--- src/rtl/jtcontra_obj_pkg.sv ---
// jtcontra_obj_pkg: shared widths, FSM encoding and way count for the object ROM requester
//   Build option: JTCONTRA_OBJROM_2WAY_EN selects a 2-entry cache (default 1 entry)
package jtcontra_obj_pkg;
  localparam int TAG_W = 17;
  localparam int DATA_W = 32;
  localparam int SDRAM_AW = 22;
  localparam logic [1:0] ST_IDLE = 2'd0;
  localparam logic [1:0] ST_REQ = 2'd1;
  localparam logic [1:0] ST_WAIT = 2'd2;
  localparam logic [1:0] ST_FILL = 2'd3;
`ifdef JTCONTRA_OBJROM_2WAY_EN
  localparam int NWAY = 2;
`else
  localparam int NWAY = 1;
`endif
endpackage

--- src/rtl/jtcontra_obj_romrq_if.sv ---
// jtcontra_obj_romrq_if: object-engine fetch port plus SDRAM slot port
//   rom_cs/rom_addr -> rom_ok/rom_data : object engine side
//   sdram_req/sdram_addr -> sdram_ack/data_rdy/data_read : SDRAM controller side
//   slave = requester, master = engine + controller (or testbench)
interface jtcontra_obj_romrq_if;
  import jtcontra_obj_pkg::*;
  logic rom_cs;
  logic [17:0] rom_addr;
  logic rom_ok;
  logic [15:0] rom_data;
  logic sdram_req;
  logic [SDRAM_AW-1:0] sdram_addr;
  logic sdram_ack;
  logic data_rdy;
  logic [DATA_W-1:0] data_read;
  modport slave(input rom_cs, rom_addr, sdram_ack, data_rdy, data_read,
                output rom_ok, rom_data, sdram_req, sdram_addr);
  modport master(output rom_cs, rom_addr, sdram_ack, data_rdy, data_read,
                 input rom_ok, rom_data, sdram_req, sdram_addr);
endinterface

--- src/rtl/jtcontra_objrom_entry.sv ---
// jtcontra_objrom_entry: one cache line (valid, tag, 32-bit burst) with hit compare
//   i_we writes i_tag/i_data and sets valid; o_hit = valid && tag == i_look
module jtcontra_objrom_entry
  import jtcontra_obj_pkg::*;
(
  input  logic              clk,
  input  logic              rst_n,
  input  logic              i_we,
  input  logic [TAG_W-1:0]  i_tag,
  input  logic [DATA_W-1:0] i_data,
  input  logic [TAG_W-1:0]  i_look,
  output logic              o_hit,
  output logic [DATA_W-1:0] o_data
);
  logic r_valid;
  logic [TAG_W-1:0] r_tag;
  logic [DATA_W-1:0] r_data;
  always_ff @(posedge clk or negedge rst_n) begin
    if (!rst_n) begin
      r_valid <= 1'b0;
      r_tag <= '0;
      r_data <= '0;
    end else if (i_we) begin
      r_valid <= 1'b1;
      r_tag <= i_tag;
      r_data <= i_data;
    end
  end
  assign o_hit = r_valid && (r_tag == i_look);
  assign o_data = r_data;
endmodule

--- src/rtl/jtcontra_obj_romrq.sv ---
// jtcontra_obj_romrq: object ROM word cache that fetches 2-word SDRAM bursts on a miss
//   clk, rst_n (async active-low); bus: jtcontra_obj_romrq_if.slave
//   Build option: JTCONTRA_OBJROM_2WAY_EN gives two entries with a toggling victim
module jtcontra_obj_romrq
  import jtcontra_obj_pkg::*;
#(
  parameter logic [SDRAM_AW-1:0] OFFSET = 22'h0
) (
  input logic clk,
  input logic rst_n,
  jtcontra_obj_romrq_if.slave bus
);
  logic [1:0] r_state;
  logic r_victim;
  logic [TAG_W-1:0] r_tag;
  logic [DATA_W-1:0] r_data;
  logic r_ok;
  logic [15:0] r_rdata;
  logic r_req;
  logic [SDRAM_AW-1:0] r_addr;
  logic [TAG_W-1:0] w_tag;
  logic [NWAY-1:0] w_hit;
  logic [DATA_W-1:0] w_data [NWAY];
  logic [DATA_W-1:0] w_sel;
  logic w_any;
  assign w_tag = bus.rom_addr[17:1];
  for (genvar i = 0; i < NWAY; i++) begin : g_way
    jtcontra_objrom_entry u_entry (
      .clk   (clk),
      .rst_n (rst_n),
      .i_we  ((r_state == ST_FILL) && (r_victim == 1'(i))),
      .i_tag (r_tag),
      .i_data(r_data),
      .i_look(w_tag),
      .o_hit (w_hit[i]),
      .o_data(w_data[i])
    );
  end
  assign w_any = bus.rom_cs && |w_hit;
  assign w_sel = w_hit[0] ? w_data[0] : w_data[NWAY-1];
  always_ff @(posedge clk or negedge rst_n) begin
    if (!rst_n) begin
      r_state <= ST_IDLE;
      r_victim <= 1'b0;
      r_tag <= '0;
      r_data <= '0;
      r_ok <= 1'b0;
      r_rdata <= '0;
      r_req <= 1'b0;
      r_addr <= '0;
    end else begin
      r_ok <= w_any;
      if (w_any) r_rdata <= bus.rom_addr[0] ? w_sel[31:16] : w_sel[15:0];
      case (r_state)
        ST_IDLE: if (bus.rom_cs && !w_any) begin
          r_tag <= w_tag;
          r_addr <= OFFSET + {4'b0, w_tag, 1'b0};
          r_req <= 1'b1;
          r_state <= ST_REQ;
        end
        ST_REQ: if (bus.sdram_ack) begin
          r_req <= 1'b0;
          if (bus.data_rdy) r_data <= bus.data_read;
          r_state <= bus.data_rdy ? ST_FILL : ST_WAIT;
        end
        ST_WAIT: if (bus.data_rdy) begin
          r_data <= bus.data_read;
          r_state <= ST_FILL;
        end
        default: begin
`ifdef JTCONTRA_OBJROM_2WAY_EN
          r_victim <= ~r_victim;
`else
          r_victim <= 1'b0;
`endif
          r_state <= ST_IDLE;
        end
      endcase
    end
  end
  assign bus.rom_ok = r_ok;
  assign bus.rom_data = r_rdata;
  assign bus.sdram_req = r_req;
  assign bus.sdram_addr = r_addr;
endmodule

--- src/flat_wrapper.sv ---
// flat-port wrapper written by rule: the top's interface ports become plain ports
module jtcontra_obj_romrq_flat import jtcontra_obj_pkg::*;
#(
  parameter logic [SDRAM_AW-1:0] OFFSET = 22'h0
)
  (clk, rst_n, bus_rom_cs, bus_rom_addr, bus_sdram_ack, bus_data_rdy, bus_data_read, bus_rom_ok, bus_rom_data, bus_sdram_req, bus_sdram_addr);
  jtcontra_obj_romrq_if bus_i ();
  input logic clk;
  input logic rst_n;
  input wire logic [$bits(bus_i.rom_cs)-1:0] bus_rom_cs;
  input wire logic [$bits(bus_i.rom_addr)-1:0] bus_rom_addr;
  input wire logic [$bits(bus_i.sdram_ack)-1:0] bus_sdram_ack;
  input wire logic [$bits(bus_i.data_rdy)-1:0] bus_data_rdy;
  input wire logic [$bits(bus_i.data_read)-1:0] bus_data_read;
  output wire logic [$bits(bus_i.rom_ok)-1:0] bus_rom_ok;
  output wire logic [$bits(bus_i.rom_data)-1:0] bus_rom_data;
  output wire logic [$bits(bus_i.sdram_req)-1:0] bus_sdram_req;
  output wire logic [$bits(bus_i.sdram_addr)-1:0] bus_sdram_addr;
  assign bus_i.rom_cs = bus_rom_cs;
  assign bus_i.rom_addr = bus_rom_addr;
  assign bus_i.sdram_ack = bus_sdram_ack;
  assign bus_i.data_rdy = bus_data_rdy;
  assign bus_i.data_read = bus_data_read;
  assign bus_rom_ok = bus_i.rom_ok;
  assign bus_rom_data = bus_i.rom_data;
  assign bus_sdram_req = bus_i.sdram_req;
  assign bus_sdram_addr = bus_i.sdram_addr;
  jtcontra_obj_romrq #(.OFFSET(OFFSET)) u_core (.clk(clk), .rst_n(rst_n), .bus(bus_i));
endmodule
--- config.mk ---
export PLATFORM = sky130hd
export DESIGN_NAME = jtcontra_obj_romrq_flat
export DESIGN_NICKNAME = d
export VERILOG_FILES = /design/src/rtl/jtcontra_obj_pkg.sv /design/src/rtl/jtcontra_obj_romrq_if.sv /design/src/rtl/jtcontra_objrom_entry.sv /design/src/rtl/jtcontra_obj_romrq.sv /design/src/flat_wrapper.sv
export SDC_FILE = /design/constraint.sdc
export NUM_CORES = 1
export LEC_CHECK = 0
export CORE_MARGIN = 2
export CORE_UTILIZATION = 55
export CTS_CLUSTER_DIAMETER = 80
export DETAILED_ROUTE_END_ITERATION = 10
export PLACE_DENSITY = 0.86
export REMOVE_ABC_BUFFERS = 1
export SYNTH_ARGS = -nofsm -noshare
export SYNTH_HDL_FRONTEND = slang
export SYNTH_HIERARCHICAL = 1
export SYNTH_SLANG_ARGS = --single-unit
--- constraint.sdc ---
create_clock -name clk -period 4.95 [get_ports clk]
set_input_delay 0.7425 -clock clk [delete_from_list [all_inputs] [get_ports clk]]
set_output_delay 0.7425 -clock clk [all_outputs]
set_load 0.01 [all_outputs]
# ---- Yosys cells after proc, flatten, opt, wreduce, memory -nomap -nowiden
# Cells that the tools add are included.
dict set report op_classes {
  eq_ne 7
  n_mux 12
  n_reduce_logical 11
}
# cell count
set op_table {}
lappend op_table {{2-to-1 mux 32 bit} 2}
lappend op_table {{case mux 32 bit (2 select lines)} 1}
lappend op_table {{== test 17 bit} 1}
lappend op_table {{2-to-1 mux 16 bit} 1}
lappend op_table {{2-to-1 mux 2 bit} 3}
lappend op_table {{case mux 2 bit (3 select lines)} 1}
lappend op_table {{AND reduction 3 bit} 2}
lappend op_table {{== test 2 bit, second input constant} 2}
lappend op_table {{!= test 2 bit, second input constant} 2}
lappend op_table {{AND reduction 2 bit} 2}
lappend op_table {{nonzero test 2 bit} 2}
lappend op_table {{logical AND 1 bit} 3}
lappend op_table {{2-to-1 mux 1 bit} 3}
lappend op_table {{== test 2 x 1 -> 1 bit, second input constant} 1}
lappend op_table {{logical NOT 2 bit} 1}
lappend op_table {{!= test 2 x 1 -> 1 bit, second input constant} 1}
lappend op_table {{case mux 1 bit (2 select lines)} 1}
lappend op_table {{logical NOT 1 bit} 1}
dict set report totals {
  reg_bits 119
  input_bits 55
  out_inout_bits 40
  wordCells 39
}

# ---- Longest topological paths before layout
dict set report logic_depth {
  word_depth 7
  ltp_mapped 9
  mapped_depth_nobuf 7
}

# ---- Cells and area by module
# The synthesis kept the hierarchy.
# module n_inst cells_each area_each_um2
set modules_own_cells {}
lappend modules_own_cells {jtcontra_obj_romrq 1 205 3025.4}
lappend modules_own_cells {jtcontra_objrom_entry 1 129 2029.4}

# ---- Worst setup path before layout
# No wires, ideal clock.
dict set report synth_path {
  kind {input port to flip-flop}
  startpoint {input port bus_rom_addr[11]}
  endpoint {register u_core.r_addr[10] (netlist: u_core/bus.sdram_addr[10])}
  setup_ps 125
  arrival_time_ps 2189
  t_required_ps 4825
  path_slack_ps 2636
  cell_stages 7
  path_buffers 1
  path_cell_list {xor2_1 -> nor4_1 -> nand3_1 -> nor4_2 -> nand3b_2 -> buf_4 -> mux2_2}
}
dict set report synth_via {
  elab_chain_len 6
}
# element line_no
set synth_rtl {}
lappend synth_rtl {{start, declared} flat_wrapper.sv:11} ;# input wire logic [$bits(bus_i.rom_addr)-1:0] bus_rom_addr;
lappend synth_rtl {{== test 17 bit} jtcontra_objrom_entry.sv:29} ;# assign o_hit = r_valid && (r_tag == i_look);
lappend synth_rtl {{logical AND 1 bit} jtcontra_objrom_entry.sv:29}
lappend synth_rtl {{named net u_core.w_hit} jtcontra_obj_romrq.sv:22} ;# logic [NWAY-1:0] w_hit;
lappend synth_rtl {{logical AND 1 bit} jtcontra_obj_romrq.sv:39} ;# assign w_any = bus.rom_cs && |w_hit;
lappend synth_rtl {{logical NOT 1 bit} jtcontra_obj_romrq.sv:55} ;# ST_IDLE: if (bus.rom_cs && !w_any) begin
lappend synth_rtl {{logical AND 1 bit} jtcontra_obj_romrq.sv:55}
lappend synth_rtl {{AND reduction 2 bit (no line)} -}
lappend synth_rtl {{end signal, assigned} jtcontra_obj_romrq.sv:57} ;# r_addr <= OFFSET + {4'b0, w_tag, 1'b0};
lappend synth_rtl {{end, declared} jtcontra_obj_romrq.sv:20} ;# logic [SDRAM_AW-1:0] r_addr;
# The timed path passes the listed nets, and every way through them passes these cells.
# A chain may end at the register's enable or synchronous reset.

# ---- Worst setup path in the final report
dict set report layout_path {
  startpoint {input port bus_rom_addr[11]}
  endpoint {register u_core.r_addr[3] (netlist: u_core/bus.sdram_addr[3])}
}
# The elaborated chain is that of the path after synthesis.

==> results.json <==
{
  "swShare": 0.2807,
  "wl_per_cell_um": 17.37,
  "rows": 34,
  "postLayoutCellArea_um2": 6521,
  "ioPinCount": 95,
  "required_ns": 5.34,
  "p_per_area_nw_per_um2": 637.4,
  "initial_core_util": 0.5740,
  "seq_power_share": 0.403,
  "crit_start": "bus_rom_addr[11]",
  "dpl_worst_slack_ns": 1.960,
  "reg2reg_to": "u_core/bus.sdram_addr[3]",
  "synth_area_um2": 5055,
  "clock_skew_ns": 0.008807,
  "status": "finished, final reports clean",
  "clkPwrFrac": 0.275,
  "crit_type": "in2reg",
  "synth_cells": 334,
  "timing.fmax_mhz": 392.2,
  "setup_viol": 0,
  "hp-class": "in2async",
  "setup_tns_ns": 0,
  "port_buffers": 89,
  "start_kind": "input pin",
  "vias": 2936,
  "drive_gt1_frac": 0.3129,
  "insertedDiodeCount": 0,
  "clk_path_buf_depth": 2,
  "antenna_found_initial": 0,
  "path_cells": "clkdlybuf4s50_1, xor2_1, nor4_1, nand3_1, nor4_2, nand3b_2, mux2_2",
  "r2r_cells": 6,
  "worst_pin_slew_ns": 1.149,
  "pwr-share-comb": 0.322,
  "place_area_um2": 5953,
  "r2r_start": "u_core/g_way[0].u_entry/r_tag[10]",
  "grt_pass1_wl_mm": 15.69,
  "vias_per_cell": 5.348,
  "drc_errors": 0,
  "post-route-period-util": 0.5151,
  "synth_top_cell_by_area": "dfrtp_1",
  "cp.depth": 7,
  "peakVddDrop_mv": 0.3611,
  "cts_setup_buffers": 0,
  "gr-total-overflow": 0,
  "ff2ff_setup_slack_ns": 2.71,
  "nNetsFinal": 488,
  "maxCapViolations": 0,
  "critPathMaxFanout": 18,
  "critPathSlowestCell": "nand3b_2",
  "endpoint": "u_core/bus.sdram_addr[3]",
  "place_congestion": 0.7540,
  "arrival_ns": 2.94,
  "p_switching_mw": 1.167,
  "placed_cells": 517,
  "wl_mm": 9.536,
  "ys.warnings.count": 6,
  "ys_ff_latch": 119,
  "dr.pass1.iters": 6,
  "h-tree-depth": 4,
  "slew_headroom": 0.2318,
  "period_needed_ns": 2.550,
  "ys_types": 29,
  "fin_ws_ns": 2.400,
  "cts_tree": "done",
  "dp_hpwl_mm": 6.171,
  "slew_viol_final": 0,
  "rsz0062_at_grt": "false",
  "grt_max_degree": 91,
  "grt_usage": 0.2055,
  "power.leakage_nw": 2.935,
  "clk_latency_ns": 0.51,
  "dieArea_um2": 9973,
  "syn_avg_cell_area_um2": 15.13,
  "p_int_mw": 2.990,
  "grt_pass1_vias": 3145,
  "cts-resized-gates": 0,
  "hold_viol": 0,
  "path_buf_inv": 1,
  "synth_seq_area_share": 0.5891,
  "worstSetupEndpointType": "flop",
  "ctsHoldBuffers": 0,
  "die_y_um": 99.87,
  "cts.clk_slew.worst_paths_ns": 0.06,
  "dr.first_iter.drc_count": 112,
  "critPathMaxStageDelay_ns": 0.49,
  "dieWidth_um": 99.87,
  "cts_sinks": 119,
  "cts-root-buf": "clkbuf_8",
  "final_antenna_net_count": 0,
  "area_growth_pct": 29.01,
  "crit_family": "simple AND/OR/NAND/NOR gates",
  "cts_buffers": 17,
  "synth.area.top_cells": "dfrtp_1, mux2_2, mux2_4",
  "core-area_um2": 8806,
  "synth_top_area_frac": 0.5891,
  "layoutNonFillerInstCount": 549
}
area by class of cell:
| class | count | area, µm² |
|---|---|---|
| clock inverter | 10 | 95.09 |
| clock buffer | 22 | 473.0 |
| tap | 108 | 135.1 |
| sequential | 119 | 2978 |
| inverter | 5 | 18.77 |
| multi-input combinational | 193 | 1911 |
| timing repair buffer | 92 | 910.9 |
| fill | 567 | 2285 |
power by group through the flow:
stage	clock [mW]	combinational, mW	sequential (mW)
after global routing	1.21	1.44	1.73
after global placement	0	1.28	1.65
after detailed placement	0	1.34	1.69
after CTS	1.17	1.36	1.67
after floorplan	0	0.943	1.64
final	1.14	1.34	1.67
layout by cell type, fill, tap and decap left out, types with 2 or more instances in the layout:
master           synthesis  routed
mux2_2                  66      66
clkinvlp_4               0       5
nand4_1                  3       3
mux2_1                   4       4
a21oi_1                 17      17
mux2_4                  31      31
dfrtp_1                119     119
inv_1                    5       5
clkbuf_8                 0       5
mux2i_1                 16      16
buf_4                    7       4
clkdlybuf4s50_1          0      88
clkinv_2                 0       2
xnor2_1                 13      13
conb_1                   1       5
nor2_1                  17      17
xor2_1                   4       4
clkbuf_16                0      16
ha_1                     5       4
worst min-delay path by stage:
| stage | start | slack (ns) | cells after the start | end |
|---|---|---|---|---|
| 6_report | rst_n | 0.43 | 1 | u_core/g_way[0].u_entry/r_tag[6] |
| 5_1_grt | u_core/g_way[0].u_entry/r_valid | 0.51 | 1 | u_core/g_way[0].u_entry/r_valid |
| 4_1_cts | rst_n | 0.48 | 1 | u_core/bus.sdram_addr[7] |
| 3_5_place_dp | u_core/g_way[0].u_entry/r_valid | 0.47 | 1 | u_core/g_way[0].u_entry/r_valid |
| 3_3_place_gp | u_core/g_way[0].u_entry/r_valid | 0.47 | 1 | u_core/g_way[0].u_entry/r_valid |
| 2_1_floorplan | u_core/g_way[0].u_entry/r_valid | 0.44 | 1 | u_core/g_way[0].u_entry/r_valid |
state kept, by name, indices dropped and copies added, names as in the netlist:
signal / cells
u_core/g_way.u_entry/r_valid: 1
u_core/r_data: 32
u_core/r_state: 2
u_core/g_way.u_entry/o_data: 32
u_core/g_way.u_entry/r_tag: 17
u_core/bus.rom_data: 16
u_core/bus.sdram_addr: 17
u_core/bus.sdram_req: 1
u_core/bus.rom_ok: 1
per-stage QoR:
step	hold slack, ns	total power, mW	util
global placement	0.4695	2.936	0.6760
floorplan	0.4392	2.582	-
finish	0.4315	4.157	0.7406
CTS	0.4755	4.194	0.7406
global route	0.5058	4.385	0.7406
detailed placement	0.4684	3.027	0.6760
logic make-up after synthesis:
| logic type | after synthesis | share of synthesized area |
|---|---|---|
| compound gates | 21 | 0.02302 |
| xor+xnor | 17 | 0.02945 |
| fa+ha+maj | 5 | 0.01238 |
| buf+inv | 26 | 0.03639 |
| flops | 119 | 0.5891 |
| mux | 117 | 0.2797 |
| other cells | 1 | 0.0007419 |
| simple gates | 28 | 0.02921 |
metal layers:
layer  GRT usage  vias to the layer above  share of wire
met5           0                        -              0
met4     0.07060                        0         0.0091
met3     0.05919                        9          0.053
met2      0.3347                       90           0.49
met1      0.2671                     1485           0.44
li1            -                     1352              -
synth_stat cells:
cell type,number
xnor2_1,13
nand4_1,3
mux2_2,66
inv_1,5
a21oi_1,17
nand3_1,1
nand2b_1,1
ha_1,5
mux2_4,31
a222oi_1,1
and2_1,1
mux2_1,4
buf_2,9
conb_1,1
nand3b_2,1
xor2_1,4
nor4_2,1
buf_4,7
nor2_1,17
a21o_2,1
o21ai_0,1
nand2_4,1
nor4_1,1
or2_2,1
mux2i_1,16
a211oi_1,1
clkbuf_1,2
buf_12,3
dfrtp_1,119
Power figures use the tool's default switching activity.
